[src/rtl/pps_monitor_if.sv]
// Bundles the PPS input and measurement results exchanged between the
// monitor (slave) and the pin/status side that observes it (master).
interface pps_monitor_if #(
  parameter int CNT_W = 28
);
  logic             pps_in;
  logic [CNT_W-1:0] period_out;
  logic             period_valid;
  logic             locked;
  logic             missing;
  logic [7:0]       err_cnt;

  modport master (
    output pps_in,
    input  period_out, period_valid, locked, missing, err_cnt
  );

  modport slave (
    input  pps_in,
    output period_out, period_valid, locked, missing, err_cnt
  );
endinterface

[src/rtl/pps_monitor.sv]
// Measures an external 1 Hz PPS against clk: period, lock, missing-pulse and error count.
// Define PPS_GLITCH_FILTER_EN to require 3 consecutive high samples before an edge is accepted.
module pps_monitor #(
  parameter int CLK_HZ = 49152000,
  parameter int TOL    = 4915,
  parameter int CNT_W  = 28,
  parameter int LOCK_N = 3
) (
  input  logic         clk,
  input  logic         reset,
  pps_monitor_if.slave bus
);

  localparam int GW = $clog2(LOCK_N + 1);
  localparam logic [CNT_W-1:0] PER_LO  = CNT_W'(CLK_HZ - TOL);
  localparam logic [CNT_W-1:0] PER_HI  = CNT_W'(CLK_HZ + TOL);
  localparam logic [CNT_W-1:0] PER_TMO = CNT_W'(CLK_HZ + TOL + 1);
  localparam logic [GW-1:0]    GOOD_MAX = GW'(LOCK_N);

  typedef enum logic {IDLE, MEASURE} state_t;

  logic       r_sync1, r_sync2, r_armed, r_edge;
  logic [1:0] r_warm;
`ifdef PPS_GLITCH_FILTER_EN
  logic [1:0] r_hiCnt;
`else
  logic       r_prev;
`endif

  // Reset-cleared synchronizer flops look like a low; only arm edge detection
  // once a genuine low has propagated through the chain.
  always_ff @(posedge clk or negedge reset) begin
    if (!reset) begin
      r_sync1 <= 1'b0;
      r_sync2 <= 1'b0;
      r_warm  <= 2'b00;
      r_armed <= 1'b0;
      r_edge  <= 1'b0;
`ifdef PPS_GLITCH_FILTER_EN
      r_hiCnt <= 2'd0;
`else
      r_prev  <= 1'b0;
`endif
    end else begin
      r_sync1 <= bus.pps_in;
      r_sync2 <= r_sync1;
      r_warm  <= {r_warm[0], 1'b1};
      r_armed <= r_armed | (r_warm[1] & ~r_sync2);
`ifdef PPS_GLITCH_FILTER_EN
      r_hiCnt <= r_sync2 ? ((r_hiCnt == 2'd3) ? 2'd3 : r_hiCnt + 2'd1) : 2'd0;
      r_edge  <= r_armed & r_sync2 & (r_hiCnt == 2'd2);
`else
      r_prev  <= r_sync2;
      r_edge  <= r_armed & r_sync2 & ~r_prev;
`endif
    end
  end

  state_t           r_state, w_stateNext;
  logic [CNT_W-1:0] r_count, w_countNext;
  logic [CNT_W-1:0] r_period, w_periodNext;
  logic             r_valid, w_validNext;
  logic             r_locked, w_lockedNext;
  logic             r_missing, w_missingNext;
  logic [GW-1:0]    r_good, w_goodNext, w_goodInc;
  logic [7:0]       r_err, w_errNext, w_errInc;
  logic             w_inTol;

  assign w_inTol   = (r_count >= PER_LO) && (r_count <= PER_HI);
  assign w_goodInc = (r_good == GOOD_MAX) ? r_good : r_good + GW'(1);
  assign w_errInc  = (r_err == 8'hFF) ? r_err : r_err + 8'd1;

  // An edge in the timeout cycle is handled as a (bad) period, never as a timeout.
  always_comb begin
    w_stateNext   = r_state;
    w_countNext   = r_count;
    w_periodNext  = r_period;
    w_validNext   = 1'b0;
    w_lockedNext  = r_locked;
    w_missingNext = r_missing;
    w_goodNext    = r_good;
    w_errNext     = r_err;
    case (r_state)
      IDLE: begin
        if (r_edge) begin
          w_stateNext   = MEASURE;
          w_countNext   = CNT_W'(1);
          w_missingNext = 1'b0;
        end
      end
      MEASURE: begin
        if (r_edge) begin
          w_periodNext = r_count;
          w_validNext  = 1'b1;
          w_countNext  = CNT_W'(1);
          if (w_inTol) begin
            w_goodNext   = w_goodInc;
            w_lockedNext = (w_goodInc == GOOD_MAX);
          end else begin
            w_goodNext   = '0;
            w_lockedNext = 1'b0;
            w_errNext    = w_errInc;
          end
        end else if (r_count == PER_TMO) begin
          w_stateNext   = IDLE;
          w_countNext   = '0;
          w_missingNext = 1'b1;
          w_lockedNext  = 1'b0;
          w_goodNext    = '0;
          w_errNext     = w_errInc;
        end else begin
          w_countNext = r_count + CNT_W'(1);
        end
      end
      default: w_stateNext = IDLE;
    endcase
  end

  always_ff @(posedge clk or negedge reset) begin
    if (!reset) begin
      r_state   <= IDLE;
      r_count   <= '0;
      r_period  <= '0;
      r_valid   <= 1'b0;
      r_locked  <= 1'b0;
      r_missing <= 1'b0;
      r_good    <= '0;
      r_err     <= 8'd0;
    end else begin
      r_state   <= w_stateNext;
      r_count   <= w_countNext;
      r_period  <= w_periodNext;
      r_valid   <= w_validNext;
      r_locked  <= w_lockedNext;
      r_missing <= w_missingNext;
      r_good    <= w_goodNext;
      r_err     <= w_errNext;
    end
  end

  assign bus.period_out   = r_period;
  assign bus.period_valid = r_valid;
  assign bus.locked       = r_locked;
  assign bus.missing      = r_missing;
  assign bus.err_cnt      = r_err;

endmodule

[src/flat_wrapper.sv]
// flat-port wrapper written by rule: the top's interface ports become plain ports
module pps_monitor_flat 
#(
  parameter int CLK_HZ = 49152000,
  parameter int TOL    = 4915,
  parameter int CNT_W  = 28,
  parameter int LOCK_N = 3
)
  (clk, reset, bus_pps_in, bus_period_out, bus_period_valid, bus_locked, bus_missing, bus_err_cnt);
  pps_monitor_if #(.CNT_W(CNT_W)) bus_i ();
  input  logic clk;
  input  logic reset;
  input wire logic [$bits(bus_i.pps_in)-1:0] bus_pps_in;
  output wire logic [$bits(bus_i.period_out)-1:0] bus_period_out;
  output wire logic [$bits(bus_i.period_valid)-1:0] bus_period_valid;
  output wire logic [$bits(bus_i.locked)-1:0] bus_locked;
  output wire logic [$bits(bus_i.missing)-1:0] bus_missing;
  output wire logic [$bits(bus_i.err_cnt)-1:0] bus_err_cnt;
  assign bus_i.pps_in = bus_pps_in;
  assign bus_period_out = bus_i.period_out;
  assign bus_period_valid = bus_i.period_valid;
  assign bus_locked = bus_i.locked;
  assign bus_missing = bus_i.missing;
  assign bus_err_cnt = bus_i.err_cnt;
  pps_monitor #(.CLK_HZ(CLK_HZ), .TOL(TOL), .CNT_W(CNT_W), .LOCK_N(LOCK_N)) u_core (.clk(clk), .reset(reset), .bus(bus_i));
endmodule
[config.mk]
export PLATFORM = sky130hd
export DESIGN_NAME = pps_monitor_flat
export DESIGN_NICKNAME = d
export VERILOG_FILES = /design/src/rtl/pps_monitor_if.sv /design/src/rtl/pps_monitor.sv /design/src/flat_wrapper.sv
export SDC_FILE = /design/constraint.sdc
export NUM_CORES = 1
export LEC_CHECK = 0
export BUFFER_PORTS_ARGS = -buffer_cell sky130_fd_sc_hd__buf_2
export CAP_MARGIN = 0
export CORE_ASPECT_RATIO = 0.5
export CORE_UTILIZATION = 50
export CTS_CLUSTER_DIAMETER = 40
export CTS_CLUSTER_SIZE = 8
export DETAILED_ROUTE_END_ITERATION = 8
export PLACE_DENSITY = 0.7
export SYNTH_ARGS = -nofsm -noshare
export SYNTH_HDL_FRONTEND = slang
export SYNTH_SLANG_ARGS = --single-unit
[constraint.sdc]
create_clock -name clk -period 3.5 [get_ports clk]
set_clock_uncertainty 0.2 [all_clocks]
set_input_delay 0.7 -clock clk [delete_from_list [all_inputs] [get_ports clk]]
set_output_delay 0.7 -clock clk [all_outputs]
set_load 0.02 [all_outputs]
==> qor.yml, run 1 <==
drtIter0Drc: 184
synth_area_um2: 3736
crit_path_end_kind: "flop"
multi_input_area_um2: 1668
gr-total-overflow: 0
cts_root_buf: "clkbuf_16"
fp-row-count: 21
max_freq_ghz: 0.3425
synthesis.nets: 372
grt_pass1_wl_um: 13910
path_cells: "inv_1 > ha_1 > nand3b_1 > a221o_1 > a21oi_1 > o2111ai_1 > a221o_1 > nand3_2 > mux2_1"
clock_latency_ns: 0.33
placed_area_um2: 3996
post_cts_resize_count: 0
cpPeakStageDelay_ns: 0.55
num_antenna_cells: 0
yosysWarnings: 0
cp_num_buf_inv: 1
seq_area_frac_synth: 0.5157
critPathSlowestCell: "a221o_1"
numCtsBuffers: 9
sequentialPowerShare: 0.448
async_flop_share: 1.000
fill_cells: 572
worstPathRequired_ns: 3.51
dieArea_um2: 7843
p_int_w: 0.001718
p_per_area_nw_per_um2: 549.2
finalSetupViolations: 0
swShare: 0.2760
die_y_um: 63.13
grt_pass1_vias: 2780
combPwrFrac: 0.133
finalSetupTns_ns: 0
clockPowerShare: 0.419
peakVddDrop_mv: 0.2796
cts_sinks: 77
synth_cells: 364
power.leakage_nw: 2.039
core_area_um2: 6937
yosysTopAreaCell: "dfrtp_1"
drv_slew: 0
crit_fanout: 11
port_buffers: 41
dieWidth_um: 124.2
drive_gt1_frac: 0.2482
cap_violations: 0
min_period_over_period: 0.8341
relSlewSlack: 0.3615
ys_top_cells_by_area: "dfrtp_1 52%, mux2_2 7.5%, o21ai_0 4.2%"
start_util: 0.5386
post_synth_num_cell_types: 54
drt-wirelength-per-cell_um: 16.26
cts_tree: "done"
path_delay_family: "compound AO/OA/AOI/OAI gates"
avgSynthCellArea_um2: 10.26
antenna_found_initial: 0
worst_pin_slew_ns: 0.9577
worstSetupStartpointType: "flop"
post_cts_buffers: 0
synth_flop_cell: "dfrtp_1"
via_count: 2885
p_sw_w: 0.0006552
ant_nets: 0
layout_commonest_cell: "dfrtp_1"
cts_buffer_depth: 2
h-tree-depth: 3
worstPathArrival_ns: 2.93
rsz0062_at_grt: "no"
synth-seq-cells: 77
gp_congestion: 0.8554
crit_path_frequent_cell: "a221o_1"
fin_crit_ns: 2.919
holdBufCountCts: 0
grt_usage: 0.2299
whs_ns: 0.1515
drcViolationCount: 0
hold_viol: 0
dp_hpwl_um: 5549
nNetsFinal: 410
ioPinCount: 42
grt_max_degree: 78
placed_cells: 483
clk_pin_slew_ns: 0.06
totalWireLength_um: 8113
synth_edf_count: 0
seqCellArea_um2: 1927
dr.pass1.iters: 4
status: "finished clean"
synth_top_area_frac: 0.5157
min_path_type: "flop to flop"
area_delta_synth_final_pct: 15.67
final_cell_mix: "77 x dfrtp_1, 40 x buf_2, 38 x nand2_1"
viasPerCell: 5.782
final_cell_area_um2: 4322
stdcell_count: 499
crit_type: "flop to flop"
layer usage:
metal	global-route usage	part of all wire	vias up
met5	0	0	-
li1	-	-	1387
met3	0.06117	0.069	7
met1	0.3208	0.49	1404
met4	0.07078	0.0096	0
met2	0.3522	0.44	87
kinds of logic after synthesis:
logic type	synth area share
buf+inv	0.03784
compound gates	0.1340
xor+xnor	0.01875
mux	0.07837
fa+ha+maj	0.01674
other cells	0.001004
flops	0.5157
simple gates	0.1976
power groups by stage:
stage | Combinational, W | Sequential [W] | Clock [W]
after floorplan | 0.000174 | 0.00110 | 0
after global placement | 0.000313 | 0.00107 | 0
after detailed placement | 0.000316 | 0.00108 | 0
after CTS | 0.000318 | 0.00106 | 0.00101
after global routing | 0.000350 | 0.00108 | 0.00105
final | 0.000314 | 0.00106 | 0.000995
through the flow:
step,worst slack (ns),power [W],util
after global placement,0.6895,0.001386,0.5761
final,0.5807,0.002373,0.6230
after CTS,0.6057,0.002392,0.6230
after floorplan,1.048,0.001276,-
after global routing,0.4337,0.002481,0.6230
after detailed placement,0.6514,0.001395,0.5761
state kept, by name (all words and copies together), names as in the netlist:
signal / count
u_core.bus.period_out: 28
u_core.r_count: 28
u_core.bus.err_cnt: 8
u_core.r_good: 2
u_core.r_warm: 2
u_core.bus.locked: 1
u_core.bus.missing: 1
u_core.bus.period_valid: 1
u_core.r_armed: 1
u_core.r_edge: 1
u_core.r_prev: 1
u_core.r_state: 1
u_core.r_sync1: 1
u_core.r_sync2: 1
cells in the mapped netlist, types with 5 or more instances:
library cell	count
nand3_1	12
nor2_1	28
buf_2	7
dfrtp_1	77
xnor2_1	8
nand2_1	38
nand4_1	10
clkbuf_1	6
inv_1	9
ha_1	5
o21ai_1	11
and3_1	13
mux2_2	25
a31oi_1	7
o21ai_0	31
a21oi_1	13
area by class of cell:
cell class / count / share of cell area
Timing Repair Buffer: 47 / 0.05848
Clock buffer: 9 / 0.05211
Inverter: 9 / 0.007817
Multi-Input combinational cell: 258 / 0.3859
Sequential cell: 77 / 0.4459
Tap cell: 92 / 0.02664
Clock inverter: 7 / 0.02316
path summary, 6_finish.rpt:
path,from,end,slack [ns],cells after the start
min in group asynchronous,reset,u_core.bus.period_out[10],0.28,1
hold / removal,u_core.r_sync1,u_core.r_sync2,0.15,0
setup / recovery,u_core.r_count[0],u_core.bus.err_cnt[1],0.58,9
max in group asynchronous,reset,u_core.r_count[23],2.16,1
hold reg to reg,u_core.r_sync1,u_core.r_sync2,0.15,0
setup reg to reg,u_core.r_count[0],u_core.bus.err_cnt[1],0.58,9
No activity file was read; power rests on OpenSTA's default activity.
==> run 2, diff against run 1 <==
Settings changed: ABC_AREA set to 1, PLACE_DENSITY 0.7 to 0.72.
Clock period 3.5 ns to 2.65 ns, I/O delays scaled along.
==> run 2 against run 1 <==
Net effect:
- the run now ends with hold timing left
- critical path depth up 4
- utilization grew 0.055 points
- sequential share of layout area decreased by 4.1 points
- global-route usage barely moved
- critical path type unchanged
==> qor.yml, run 2 <==
status: "complete, but fails checks"
violations: "hold timing"
holdBufCountCts: 0  # unchanged
crit_path_end_kind: "flop"
yosysTopAreaCell: "dfrtp_1"
min_period_over_period: 0.8156  # -0.01846
cts_sinks: 77  # unchanged
cp_num_buf_inv: 3  # +2
seq_area_frac_synth: 0.4689  # -0.04680
antenna_found_initial: 0  # unchanged
stdcell_count: 664  # +33%
grt_pass1_vias: 3062  # +10%
gp_congestion: 0.9037  # +5.6%
ioPinCount: 42  # unchanged
totalWireLength_um: 8857  # +9.2%
synth_flop_cell: "dfrtp_1"
grt_max_degree: 58  # -26%
min_path_type: "input pin to asynchronous set/reset pin"
final_cell_mix: "123 x nand2_1, 77 x dfrtp_1, 62 x inv_1"
h-tree-depth: 3  # unchanged
crit_fanout: 12  # +1
synth_most_common_cell: "nand2_1"
via_count: 3431  # +19%
drv_slew: 0  # unchanged
clock_latency_ns: 0.34  # about the same
drtIter0Drc: 310  # +68%
hold_viol: 19  # +19
drcViolationCount: 0  # unchanged
post_cts_buffers: 0  # unchanged
fp-row-count: 22  # +4.8%
dr.pass1.iters: 5  # +1
cts_tree: "done"
final_cell_area_um2: 4755  # +10%
cts_root_buf: "clkbuf_16"
synth_common_cells: "123 x nand2_1, 77 x dfrtp_1, 62 x inv_1"
worst_pin_slew_ns: 0.8205  # -0.1372 ns
synth_adder_area_share: 0.01523  # -0.001519
yosysWarnings: 0  # unchanged
synthesis.nets: 518  # +39%
drt-wirelength-per-cell_um: 13.34  # -18%
synth_area_um2: 4109  # +10%
core_area_um2: 7625  # +9.9%
rsz0062_at_grt: "no"
path_delay_family: "simple AND/OR/NAND/NOR gates"
synth_compound_area_frac: 0.1008  # -0.03317
port_buffers: 41  # unchanged
pre_cts_ws_ns: 0.4910  # -0.1603 ns
max_freq_ghz: 0.4627  # +35%
finalSetupTns_ns: 0  # unchanged
synth_cells: 510  # +40%
muxShareOfSynthArea: 0  # -0.07837
finalSetupViolations: 0  # unchanged
dieArea_um2: 8606  # +9.7%
grt_usage: 0.2303  # +0.0003916
path_cells: "inv_1 > ha_1 > inv_1 > nor2_1 > nand2_1 > nor2_2 > nand2_2 > nand2_2 > nand2_4 > clkinv_2 > nand3_1 > nand2_1 > nand2_1"
crit_type: "flop to flop"
numCtsBuffers: 9  # unchanged
fin_crit_ns: 2.161  # -0.7579 ns
ys_top_cells_by_area: "dfrtp_1 47%, nand2_1 11%, inv_1 5.7%"
synth-seq-cells: 77  # unchanged
power.leakage_nw: 2.419  # +19%
area_delta_synth_final_pct: 15.71  # about the same
async_flop_share: 1.000  # unchanged
worstPathArrival_ns: 2.18  # -0.75 ns
post_synth_num_cell_types: 35  # -35%
worstPathRequired_ns: 2.67  # -0.84 ns
whs_ns: -0.007573  # -0.1590 ns
avgSynthCellArea_um2: 8.057  # -22%
synth_top_family_by_area: "simple AND/OR/NAND/NOR gates"
cpPeakStageDelay_ns: 0.42  # -0.13 ns
synth_top_area_frac: 0.4689  # -0.04680
drive_gt1_frac: 0.1906  # -0.05751
post_cts_resize_count: 0  # unchanged
nNetsFinal: 559  # +36%
start_util: 0.5389  # about the same
cap_violations: 0  # unchanged
layout_commonest_cell: "nand2_1"
crit_path_frequent_cell: "nand2_1"
dieWidth_um: 130.2  # +4.8%
die_y_um: 66.10  # +4.7%
relSlewSlack: 0.4524  # +0.09088
p_per_area_nw_per_um2: 657.5  # +20%
fin_ws_ns: 0.4886  # -0.09209 ns
grt_pass1_wl_um: 14910  # +7.2%
viasPerCell: 5.167  # -11%
synthSimpleGateAreaFrac: 0.2972  # +0.09961
worstSetupStartpointType: "flop"
placed_cells: 648  # +34%
placed_area_um2: 4409  # +10%
cts_buffer_depth: 2  # unchanged
num_antenna_cells: 0  # unchanged
critPathSlowestCell: "dfrtp_1"
ant_nets: 0  # unchanged
peakVddDrop_mv: 0.4937  # +77%
synth_edf_count: 0  # unchanged
synth-xor-area-share: 0.03197  # +0.01322
dp_hpwl_um: 6412  # +16%
gr-total-overflow: 0  # unchanged
clk_pin_slew_ns: 0.06  # about the same
==> run 2: changes by cell type after synthesis, sizes merged, moves of 15 or more <==
cell / change
and3: -15
inv: +60
mux2: -26
nand2: +98
nand3: +23
nor2: +17
==> run 2: area by class of cell <==
class,count,area (um^2)
fillers,670,2870
flip-flops and latches,77,1927
multi-input cells,348,1833
clock buffers,13,280.3
inverters,70,264.0
repair buffers,45,250.2
well taps,108,135.1
clock inverters,3,65.06
==> run 2: report_power, final <==
group / switching, W / internal, W / leakage, nW
logic: 0.000276 / 0.000133 / 1.21
registers: 0.0000794 / 0.00126 / 1.03
clock network: 0.000452 / 0.000925 / 0.172
total: 0.000807 / 0.00232 / 2.42
==> run 2: path summary, 6_finish.rpt <==
path / endpoint / slack (ns) / depth (start not counted) / startpoint
min in group clk: u_core.r_sync1 / 0.10 / 1 / bus_pps_in
worst min-delay path: u_core.r_good[1] / -0.008 / 1 / reset
worst max-delay path: u_core.bus.err_cnt[2] / 0.49 / 13 / u_core.r_count[0]
max in group asynchronous: u_core.r_count[17] / 1.68 / 2 / reset
worst min register to register: u_core.r_warm[1] / 0.15 / 0 / u_core.r_warm[0]
worst max register to register: u_core.bus.err_cnt[2] / 0.49 / 13 / u_core.r_count[0]
==> run 2: cells by family after synthesis <==
| family | count (synthesis) |
|---|---|
| AOI/OAI and AO/OA | 76 |
| xor gates and xnor gates | 15 |
| adders and majority gates | 5 |
| buffers and inverters | 85 |
| DFF | 77 |
| other | 1 |
| and+or+nand+nor | 251 |
==> run 2: metal layers <==
layer,GRT usage,wire length [um]
met5,0,0
met4,0.06831,89
met3,0.06068,451
met2,0.3331,3645
met1,0.3356,4672
==> run 2: per-stage QoR <==
| step | util | total power [W] | hold WS [ns] |
|---|---|---|---|
| floorplan | - | 0.001631 | 0.03441 |
| global placement | 0.5783 | 0.001763 | 0.1323 |
| detailed placement | 0.5783 | 0.001771 | 0.1347 |
| CTS | 0.6236 | 0.003157 | 0.01253 |
| global route | 0.6236 | 0.003267 | 0.03418 |
| finish | 0.6236 | 0.003126 | -0.007573 |
